<file path="config.mk">
export PLATFORM = sky130hd
export DESIGN_NAME = uart_top_design
export DESIGN_NICKNAME = d
export VERILOG_FILES = /design/src/rtl/uart_pkg.sv /design/src/rtl/uart_baud_gen.sv /design/src/rtl/uart_top_design.sv
export SDC_FILE = /design/constraint.sdc
export NUM_CORES = 1
export LEC_CHECK = 0
export CAP_MARGIN = 0
export CORE_MARGIN = 1.5
export CORE_UTILIZATION = 45
export DETAILED_ROUTE_END_ITERATION = 16
export DONT_BUFFER_PORTS = 1
export PLACE_DENSITY = 0.68
export SLEW_MARGIN = 20
export SYNTH_ARGS = -nofsm -noshare
export SYNTH_HDL_FRONTEND = slang
export SYNTH_HIERARCHICAL = 1
export SYNTH_SLANG_ARGS = --single-unit
</file>
<file path="constraint.sdc">
create_clock -name clk -period 4.9 [get_ports clk]
set_input_delay 0.245 -clock clk [delete_from_list [all_inputs] [get_ports clk]]
set_output_delay 0.245 -clock clk [all_outputs]
set_load 0.03 [all_outputs]
</file>
<file path="src/rtl/uart_pkg.sv">
// Shared constants and state types for the memory-mapped 8N1 UART.
package uart_pkg;

    localparam int unsigned OVERSAMPLE = 16;
    localparam int unsigned OS_W       = $clog2(OVERSAMPLE);

    localparam logic [1:0] ADDR_DIV  = 2'd0;
    localparam logic [1:0] ADDR_CTRL = 2'd1;
    localparam logic [1:0] ADDR_TXD  = 2'd2;
    localparam logic [1:0] ADDR_RXD  = 2'd3;

    typedef enum logic [1:0] {TxIdle, TxStart, TxData, TxStop} tx_state_t;
    typedef enum logic [1:0] {RxIdle, RxStart, RxData, RxStop} rx_state_t;

endpackage

</file>
<file path="src/rtl/uart_baud_gen.sv">
// Oversampling tick generator: one-clk tick every max(divisor,1) clks.
module uart_baud_gen #(
    parameter int unsigned DIV_W = 16
) (
    input  logic             i_clk,
    input  logic             i_rst,
    input  logic [DIV_W-1:0] i_divisor,
    input  logic             i_restart,
    output logic             o_tick
);

    logic [DIV_W-1:0] r_cnt;
    logic             w_tick;

    // Divisor 0 and 1 both mean "tick every clk".
    assign w_tick = (i_divisor <= DIV_W'(1)) || (r_cnt == i_divisor - DIV_W'(1));
    assign o_tick = w_tick;

    // Count 0..divisor-1; a divisor write restarts the period.
    always_ff @(posedge i_clk) begin
        if (i_rst) begin
            r_cnt <= '0;
        end else if (i_restart || w_tick) begin
            r_cnt <= '0;
        end else begin
            r_cnt <= r_cnt + DIV_W'(1);
        end
    end

endmodule

</file>
<file path="src/rtl/uart_top_design.sv">
// Memory-mapped 8N1 UART: register file, TX FSM and RX FSM around a shared baud tick.
module uart_top_design
    import uart_pkg::*;
#(
    parameter int unsigned DIV_W = 16
) (
    input  logic        clk,
    input  logic        rst,
    input  logic [1:0]  address,
    input  logic        write_enable,
    input  logic [31:0] write_data,
    input  logic        read_enable,
    output logic [7:0]  read_data,
    output logic        tx,
    input  logic        rx
);

    localparam logic [OS_W-1:0] TICK_LAST = OS_W'(OVERSAMPLE - 1);
    localparam logic [OS_W-1:0] TICK_MID  = OS_W'(OVERSAMPLE / 2 - 1);

    logic [DIV_W-1:0] r_divisor;
    logic [7:0]       r_tx_data;
    logic [7:0]       r_read_data;

    tx_state_t        r_tx_state;
    logic             r_tx;
    logic [7:0]       r_tx_shift;
    logic [OS_W-1:0]  r_tx_cnt;
    logic [2:0]       r_tx_bit;

    rx_state_t        r_rx_state;
    logic [1:0]       r_rx_sync;
    logic [7:0]       r_rx_shift;
    logic [OS_W-1:0]  r_rx_cnt;
    logic [2:0]       r_rx_bit;
    logic [7:0]       r_rx_data;
    logic             r_rx_valid;
    logic             r_frame_err;

    logic             w_tick;
    logic             w_wr_div;
    logic             w_wr_txd;
    logic             w_launch;
    logic             w_rd_rxd;
    logic             w_tx_busy;
    logic             w_rx_s;

    assign w_wr_div  = write_enable && (address == ADDR_DIV);
    assign w_wr_txd  = write_enable && (address == ADDR_TXD);
    assign w_tx_busy = (r_tx_state != TxIdle);
    assign w_launch  = write_enable && (address == ADDR_CTRL) && write_data[0] && !w_tx_busy;
    assign w_rd_rxd  = read_enable && (address == ADDR_RXD);
    assign w_rx_s    = r_rx_sync[1];

    assign read_data = r_read_data;
    assign tx        = r_tx;

    uart_baud_gen #(
        .DIV_W (DIV_W)
    ) u_baud_gen (
        .i_clk     (clk),
        .i_rst     (rst),
        .i_divisor (r_divisor),
        .i_restart (w_wr_div),
        .o_tick    (w_tick)
    );

    // Register file: write decode and registered read mux.
    always_ff @(posedge clk) begin
        if (rst) begin
            r_divisor   <= '0;
            r_tx_data   <= '0;
            r_read_data <= '0;
        end else begin
            if (w_wr_div) r_divisor <= write_data[DIV_W-1:0];
            if (w_wr_txd) r_tx_data <= write_data[7:0];
            if (read_enable) begin
                case (address)
                    ADDR_DIV:  r_read_data <= r_divisor[7:0];
                    ADDR_CTRL: r_read_data <= {5'b0, r_frame_err, r_rx_valid, w_tx_busy};
                    ADDR_TXD:  r_read_data <= r_tx_data;
                    default:   r_read_data <= r_rx_data;
                endcase
            end
        end
    end

    // TX FSM: start bit begins on the first tick after launch; 16 ticks per bit.
    always_ff @(posedge clk) begin
        if (rst) begin
            r_tx_state <= TxIdle;
            r_tx       <= 1'b1;
            r_tx_shift <= '0;
            r_tx_cnt   <= '0;
            r_tx_bit   <= '0;
        end else begin
            case (r_tx_state)
                TxIdle: begin
                    if (w_launch) begin
                        r_tx_shift <= r_tx_data;
                        r_tx_cnt   <= '0;
                        r_tx_state <= TxStart;
                    end
                end
                TxStart: begin
                    if (w_tick) begin
                        // tx still high means the start bit has not begun yet
                        if (r_tx) begin
                            r_tx     <= 1'b0;
                            r_tx_cnt <= '0;
                        end else if (r_tx_cnt == TICK_LAST) begin
                            r_tx       <= r_tx_shift[0];
                            r_tx_shift <= {1'b0, r_tx_shift[7:1]};
                            r_tx_bit   <= '0;
                            r_tx_cnt   <= '0;
                            r_tx_state <= TxData;
                        end else begin
                            r_tx_cnt <= r_tx_cnt + OS_W'(1);
                        end
                    end
                end
                TxData: begin
                    if (w_tick) begin
                        if (r_tx_cnt == TICK_LAST) begin
                            r_tx_cnt <= '0;
                            if (r_tx_bit == 3'd7) begin
                                r_tx       <= 1'b1;
                                r_tx_state <= TxStop;
                            end else begin
                                r_tx       <= r_tx_shift[0];
                                r_tx_shift <= {1'b0, r_tx_shift[7:1]};
                                r_tx_bit   <= r_tx_bit + 3'd1;
                            end
                        end else begin
                            r_tx_cnt <= r_tx_cnt + OS_W'(1);
                        end
                    end
                end
                TxStop: begin
                    if (w_tick) begin
                        if (r_tx_cnt == TICK_LAST) begin
                            r_tx_cnt   <= '0;
                            r_tx_state <= TxIdle;
                        end else begin
                            r_tx_cnt <= r_tx_cnt + OS_W'(1);
                        end
                    end
                end
                default: r_tx_state <= TxIdle;
            endcase
        end
    end

    // RX FSM with synchroniser; a completion in the same cycle as an RXD read keeps valid set.
    always_ff @(posedge clk) begin
        if (rst) begin
            r_rx_sync   <= 2'b11;
            r_rx_state  <= RxIdle;
            r_rx_shift  <= '0;
            r_rx_cnt    <= '0;
            r_rx_bit    <= '0;
            r_rx_data   <= '0;
            r_rx_valid  <= 1'b0;
            r_frame_err <= 1'b0;
        end else begin
            r_rx_sync <= {r_rx_sync[0], rx};
            if (w_rd_rxd) r_rx_valid <= 1'b0;
            case (r_rx_state)
                RxIdle: begin
                    if (!w_rx_s) begin
                        r_rx_cnt   <= '0;
                        r_rx_state <= RxStart;
                    end
                end
                RxStart: begin
                    if (w_tick) begin
                        if (r_rx_cnt == TICK_MID) begin
                            r_rx_cnt   <= '0;
                            r_rx_bit   <= '0;
                            r_rx_state <= w_rx_s ? RxIdle : RxData;
                        end else begin
                            r_rx_cnt <= r_rx_cnt + OS_W'(1);
                        end
                    end
                end
                RxData: begin
                    if (w_tick) begin
                        if (r_rx_cnt == TICK_LAST) begin
                            r_rx_cnt   <= '0;
                            r_rx_shift <= {w_rx_s, r_rx_shift[7:1]};
                            r_rx_bit   <= r_rx_bit + 3'd1;
                            if (r_rx_bit == 3'd7) r_rx_state <= RxStop;
                        end else begin
                            r_rx_cnt <= r_rx_cnt + OS_W'(1);
                        end
                    end
                end
                RxStop: begin
                    if (w_tick) begin
                        if (r_rx_cnt == TICK_LAST) begin
                            r_rx_cnt   <= '0;
                            r_rx_state <= RxIdle;
                            if (w_rx_s) begin
                                r_rx_data   <= r_rx_shift;
                                r_rx_valid  <= 1'b1;
                                r_frame_err <= 1'b0;
                            end else begin
                                r_frame_err <= 1'b1;
                            end
                        end else begin
                            r_rx_cnt <= r_rx_cnt + OS_W'(1);
                        end
                    end
                end
                default: r_rx_state <= RxIdle;
            endcase
        end
    end

endmodule

</file>
Word level (Yosys, flattened, before mapping) --
Index checks and enable logic that the tools add are counted. W data, S select, Z words.
Word-level totals: register bits after elaboration 95, latch bits 0, RAM bits 0, memory bits (read-only) 0, bits of input ports 39, output and inout port bits 9, logic and storage cells 155, memories kept 0
Operators by class: $add $sub $neg 6, multiply operators 0, divide/modulo/power cells 0, order comparisons 1, eq/ne operators 35, shift operators 0, mux-type cells 66, bitwise logic cells 0, reduce and logical (&&, ||, !) cells 30
Operators with widths (number):
- $mux W8 | 7
- $pmux W8 S3 | 2
- $mux W4 | 10
- $mux W2 | 18
- $mux W3 | 10
- $ne A2 B2 Y1 const B | 12
- $pmux W4 S3 | 2
- $add A16 B1 Y16 const B | 1
- $eq A16 B16 Y1 | 1
- $le A16 B1 Y1 const B | 1
- $ne A2 B1 Y1 const B | 8
- $pmux W2 S4 | 2
- $reduce_and A8 Y1 | 2
- $sub A16 B1 Y16 const B | 1
- $eq A2 B2 Y1 const B | 6
- $mux W1 | 12
- $pmux W3 S2 | 2
- $reduce_and A3 Y1 | 4
- $reduce_and A9 Y1 | 1
- $add A4 B1 Y4 const B | 2
- $eq A4 B4 Y1 const B | 2
- $reduce_and A4 Y1 | 2
- $reduce_and A7 Y1 | 1
- $add A3 B1 Y3 const B | 2
- other kinds (12) | 27

Longest topological paths before layout --
depth in word-level cells 7, gate-level depth with buffers 14, gate-level depth less buffers 12

Hierarchy --
The synthesis kept the hierarchy.
Modules (own cells, without submodules):
- uart_top_design | instances 1, cells each 384, area each 3532.1 µm², sequential area each 1581.5 µm²
- uart_baud_gen | instances 1, cells each 159, area each 1353.8 µm², sequential area each 320.3 µm²

Least setup slack after synthesis --
No wires, ideal clock.
kind flip-flop to flip-flop, from register r_divisor[0], to register r_tx_shift[5], library setup time 0.088 ns, arrival 3.517 ns, path slack 1.295 ns, cell stages (with the launch flop) 15, buffers on the path 2, period minus slack after synthesis 3.605 ns, cells stage by stage dfxtp_1 > inv_1 > ha_1 > or4b_4 > nor2_1 > xnor2_1 > o2111ai_1 > nor4_4 > or2_2 > buf_2 > nand2b_1 > a222oi_1 > buf_6 > a21oi_1 > a311oi_2
On the way: word-level cells in the longest chain between the ends 5
Ends and longest elaborated chain:
- start, declared | line uart_top_design.sv:21 | logic [DIV_W-1:0] r_divisor;
- start signal, assigned | line uart_top_design.sv:75 | if (w_wr_div) r_divisor <= write_data[DIV_W-1:0];
- $sub A16 B1 Y16 | line uart_baud_gen.sv:16 | assign w_tick = (i_divisor <= DIV_W'(1)) || (r_cnt == i_divisor - DIV_W'(1));
- $eq A16 B16 Y1 | line uart_baud_gen.sv:16
- $logic_or A1 B1 Y1 * | line uart_baud_gen.sv:16
- via w_tick | line uart_top_design.sv:40 | logic w_tick;
- $ne A2 B1 Y1 (no line)
- $reduce_and A8 Y1 (no line) *
- end signal, assigned | line uart_top_design.sv:100 | r_tx_shift <= r_tx_data;
- end signal, assigned | line uart_top_design.sv:113 | r_tx_shift <= {1'b0, r_tx_shift[7:1]};
- end signal, assigned | line uart_top_design.sv:131 | r_tx_shift <= {1'b0, r_tx_shift[7:1]};
- end, declared | line uart_top_design.sv:27 | logic [7:0] r_tx_shift;
Mark *: on every way through the listed nets, which the timed path passes. The rest lies on a longest branch. A chain may end at the register's enable or synchronous reset.

Worst setup path in the final report --
from register r_divisor[1], to register r_rx_data[1]
On the way: word-level cells in the longest chain between the ends 4
Ends and longest elaborated chain:
- $sub A16 B1 Y16 | line uart_baud_gen.sv:16
- $eq A16 B16 Y1 | line uart_baud_gen.sv:16
- $logic_or A1 B1 Y1 * | line uart_baud_gen.sv:16
- via w_tick | line uart_top_design.sv:40
- $reduce_and A4 Y1 (no line) *
- end signal, assigned | line uart_top_design.sv:204 | r_rx_data <= r_rx_shift;
- end, declared | line uart_top_design.sv:36 | logic [7:0] r_rx_data;
Marked as above.

==> flow_summary.json <==
{
  "clk_pin_slew_ns": 0.09,
  "first_global_vias": 3667,
  "io_pins": 48,
  "final_critical_path_setup_slack_ns": 0.931,
  "yosys.cell_count.top_type": "dfxtp_1",
  "timing.hold.worst.start": "write_data[2]",
  "cp_max_fo": 17,
  "postCtsSetupBuffers": 0,
  "vdd.ir_drop.worst_uv": 195,
  "postCtsHoldBufs": 5,
  "grt_start_max_net_pins": 75,
  "cp_cell_sequence": "inv_1, ha_1, or4b_4, nor2_1, xnor2_1, o2111ai_1, nor4_4, buf_4, or2_2, and4_1, nand4_1, mux2i_1, nor2_1",
  "path_depth": 13,
  "timing.final.setup_violations": 0,
  "ys_top_cells_by_count": "95 x dfxtp_1, 64 x nor2_1, 48 x nand2_1",
  "crit_path_top_delay_cell": "nand4_1",
  "reg2regPathDepth": 13,
  "synth_nets": 596,
  "crit-reg2reg-capture": "r_rx_data[1]",
  "die_h_um": 107,
  "dr.first_iter.drc_count": 253,
  "drt_drc_violations_left": 0,
  "max_stage_delay_ns": 0.55,
  "endpoint": "r_rx_data[1]",
  "syn-instance-count": 543,
  "hold_viol": 0,
  "setup.worst_path.start_class": "flip-flop",
  "final_layout_size_suffix_gt1_share_pct": 9.12,
  "prevailing_post_synth_register_cell": "dfxtp_1",
  "power_leakage_nw": 1.98,
  "crit_top_cell": "nor2_1",
  "reg2reg_slack_ns": 0.93,
  "start_util_pct": 46.9,
  "route.vias.total": 3920,
  "run_status": "completed",
  "port_buffers": 0,
  "synth_area_per_cell_um2": 9.00,
  "slew-limit-headroom_pct": 44.4,
  "routed_wirelength_um": 11000,
  "power.clock.fraction_pct": 32.2,
  "route.antenna.remaining_nets": 0,
  "power_report.internal_total_mw": 1.28,
  "timing.critical_path.from": "r_divisor[1]",
  "fmaxAchievable_mhz": 252,
  "max_cap_violations": 0,
  "initial_antenna_violation_count": 0,
  "viasPerCell": 5.82,
  "cts.repair.resized": 0,
  "die_w_um": 107,
  "h_tree_level_count": 3,
  "critPathRequiredTime_ns": 5.15,
  "synth.area.top_cells": "dfxtp_1 39%, mux2i_1 7.4%, nor2_1 4.9%, a21oi_1 3.8%, xnor2_1 3.8%",
  "power.share.sequential_pct": 47.8,
  "yosys_register_bits": 95,
  "global_route.usage.total_pct": 20.4,
  "gp_congestion": 0.838,
  "utilization_pct": 50.3,
  "clock-root-buffer": "clkbuf_8",
  "grt_pass1_wl_um": 18400,
  "min_path_type": "primary input to flip-flop",
  "synth_enable_flop_cells": 0,
  "worst-slew-pin-transition_ns": 0.829,
  "insertedDiodeCount": 0,
  "clock_skew_ns": 0.0100,
  "combinationalPowerShare_pct": 20.1,
  "timing.final.max_slew_violations": 0,
  "crit_path_time_final_ns": 3.97,
  "synthDistinctLibCells": 69,
  "synthToLayoutAreaGrowth_pct": 7.25,
  "grt_overflow_total": 0,
  "core_mm2": 0.0104,
  "rows": 37,
  "power_density_mw_per_mm2": 348,
  "routedWlPerCell_um": 16.4,
  "endpoint_kind": "flip-flop",
  "final_net_count": 585,
  "detailed_place_hpwl_um": 7620,
  "ctsLongestPathBuffers": 2,
  "tritoncts_clock_tree": "done",
  "die_area_mm2": 0.0115,
  "numCtsBuffers": 9,
  "p_sw_uw": 544,
  "cp_data_arrival_time_ns": 4.22,
  "switching_share_of_power_pct": 29.9,
  "crit_buf_inv": 2,
  "rsz0062_at_grt": "no",
  "pre_cts_ws_ns": 0.990,
  "fin_tns_setup_ns": 0,
  "yosys.area.top_type_share_pct": 38.9,
  "worst_path_top_cell_family_by_delay": "simple AND/OR/NAND/NOR gates",
  "insertion_delay_ns": 0.37,
  "drt-pass1-iter-count": 6,
  "total_of_warnings_raised_by_yosys": 6,
  "number_of_filler_cells_placed_in_the_layout": 949,
  "postSynth.asyncResetShare_pct": 0,
  "number_of_clock_sinks_seen_by_cts": 95,
  "setup.worst_path.class": "flip-flop to flip-flop",
  "synth_seq_area_share_pct": 38.9,
  "min_period_over_period_pct": 81.0,
  "netlist_area_mm2": 0.00489,
  "critical_path.reg2reg.startpoint": "r_divisor[1]",
  "synth_area_leader_cell": "dfxtp_1"
}
[final cells by class]
class	instances	area [um^2]	share of cell area [%]
clock inverters	6	91.3	1.74
clock buffers	10	138	2.63
multi-input cells	409	2820	53.8
well taps	136	170	3.25
flip-flops and latches	95	1900	36.3
inverters	10	37.5	0.716
repair buffers	7	82.6	1.58
[state kept, by name, indices dropped and copies added, names as in the netlist, 2 cells and up, named ones only]
register          cells
r_rx_bit              3
r_rx_sync             2
r_divisor            16
read_data             8
r_tx_data             8
r_tx_bit              3
r_rx_shift            8
r_tx_shift            8
r_rx_data             8
r_tx_cnt              4
u_baud_gen/r_cnt     16
r_rx_cnt              4
r_tx_state            2
[per-layer routing]
| layer | vias to the layer above | part of all wire [%] | global-route usage, % |
|---|---|---|---|
| met5 | - | 0 | 0 |
| met4 | 0 | 1.7 | 7.62 |
| met3 | 15 | 4.9 | 3.59 |
| met2 | 98 | 46 | 32.3 |
| met1 | 1876 | 47 | 27.8 |
| li1 | 1931 | - | - |
[kinds of logic (layout without fill, tap and decap cells)]
group / count (synthesis) / count (layout) / share of synthesized area [%]
xor gates and xnor gates: 34 / 34 / 6.09
muxes: 46 / 46 / 10.2
buffers and inverters: 39 / 33 / 3.46
AOI/OAI and AO/OA: 103 / 103 / 14.8
DFF: 95 / 95 / 38.9
and+or+nand+nor: 212 / 212 / 23.0
adders and majority gates: 14 / 14 / 3.59
[metrics by stage]
stage | instances | total power [mW] | hold WS (ns) | cell area (um^2)
finish | 673 | 1.82 | 0.0103 | 5240
global route | 673 | 1.91 | 0.00654 | 5240
CTS | 673 | 1.83 | 0.000930 | 5240
detailed placement | 652 | 1.23 | 0.325 | 4940
global placement | 652 | 1.22 | 0.335 | 4940
floorplan | 543 | 1.18 | 0.349 | 4890
[how the worst min path moves through the flow]
stage / to / slack [ns] / depth (start not counted)
detailed placement: r_divisor[9] / 0.32 / 1
floorplan: r_rx_sync[0] / 0.35 / 1
finish: r_divisor[2] / 0.01 / 2
global placement: read_data[7] / 0.34 / 1
global route: r_divisor[0] / 0.007 / 2
CTS: r_divisor[2] / 0.0009 / 2
[cell usage in the layout (no fill, tap or decap), types with 4 or more instances in the layout]
cell | Yosys | final
xor2_1 | 13 | 13
inv_1 | 9 | 9
and3_1 | 4 | 4
a21oi_1 | 37 | 36
mux2i_1 | 36 | 36
a22oi_1 | 9 | 9
o21ai_0 | 6 | 6
nor3_1 | 19 | 19
clkbuf_8 | 0 | 10
nand2_1 | 48 | 48
nand4_1 | 4 | 4
nor2b_1 | 4 | 4
a211oi_1 | 8 | 8
a311oi_1 | 6 | 6
or2_2 | 5 | 5
mux2_2 | 8 | 8
xnor2_1 | 21 | 21
nand3_1 | 20 | 20
dfxtp_1 | 95 | 95
nor2_1 | 64 | 64
nand2b_1 | 12 | 12
dlygate4sd3_1 | 0 | 4
ha_1 | 14 | 14
[power groups by stage]
| stage | sequential [mW] | clock (mW) | combinational [mW] |
|---|---|---|---|
| finish | 0.870 | 0.587 | 0.365 |
| global route | 0.877 | 0.633 | 0.401 |
| CTS | 0.869 | 0.600 | 0.361 |
| detailed placement | 0.887 | 0 | 0.343 |
| global placement | 0.884 | 0 | 0.335 |
| floorplan | 0.872 | 0 | 0.309 |
(Power assumes the default switching activity.)
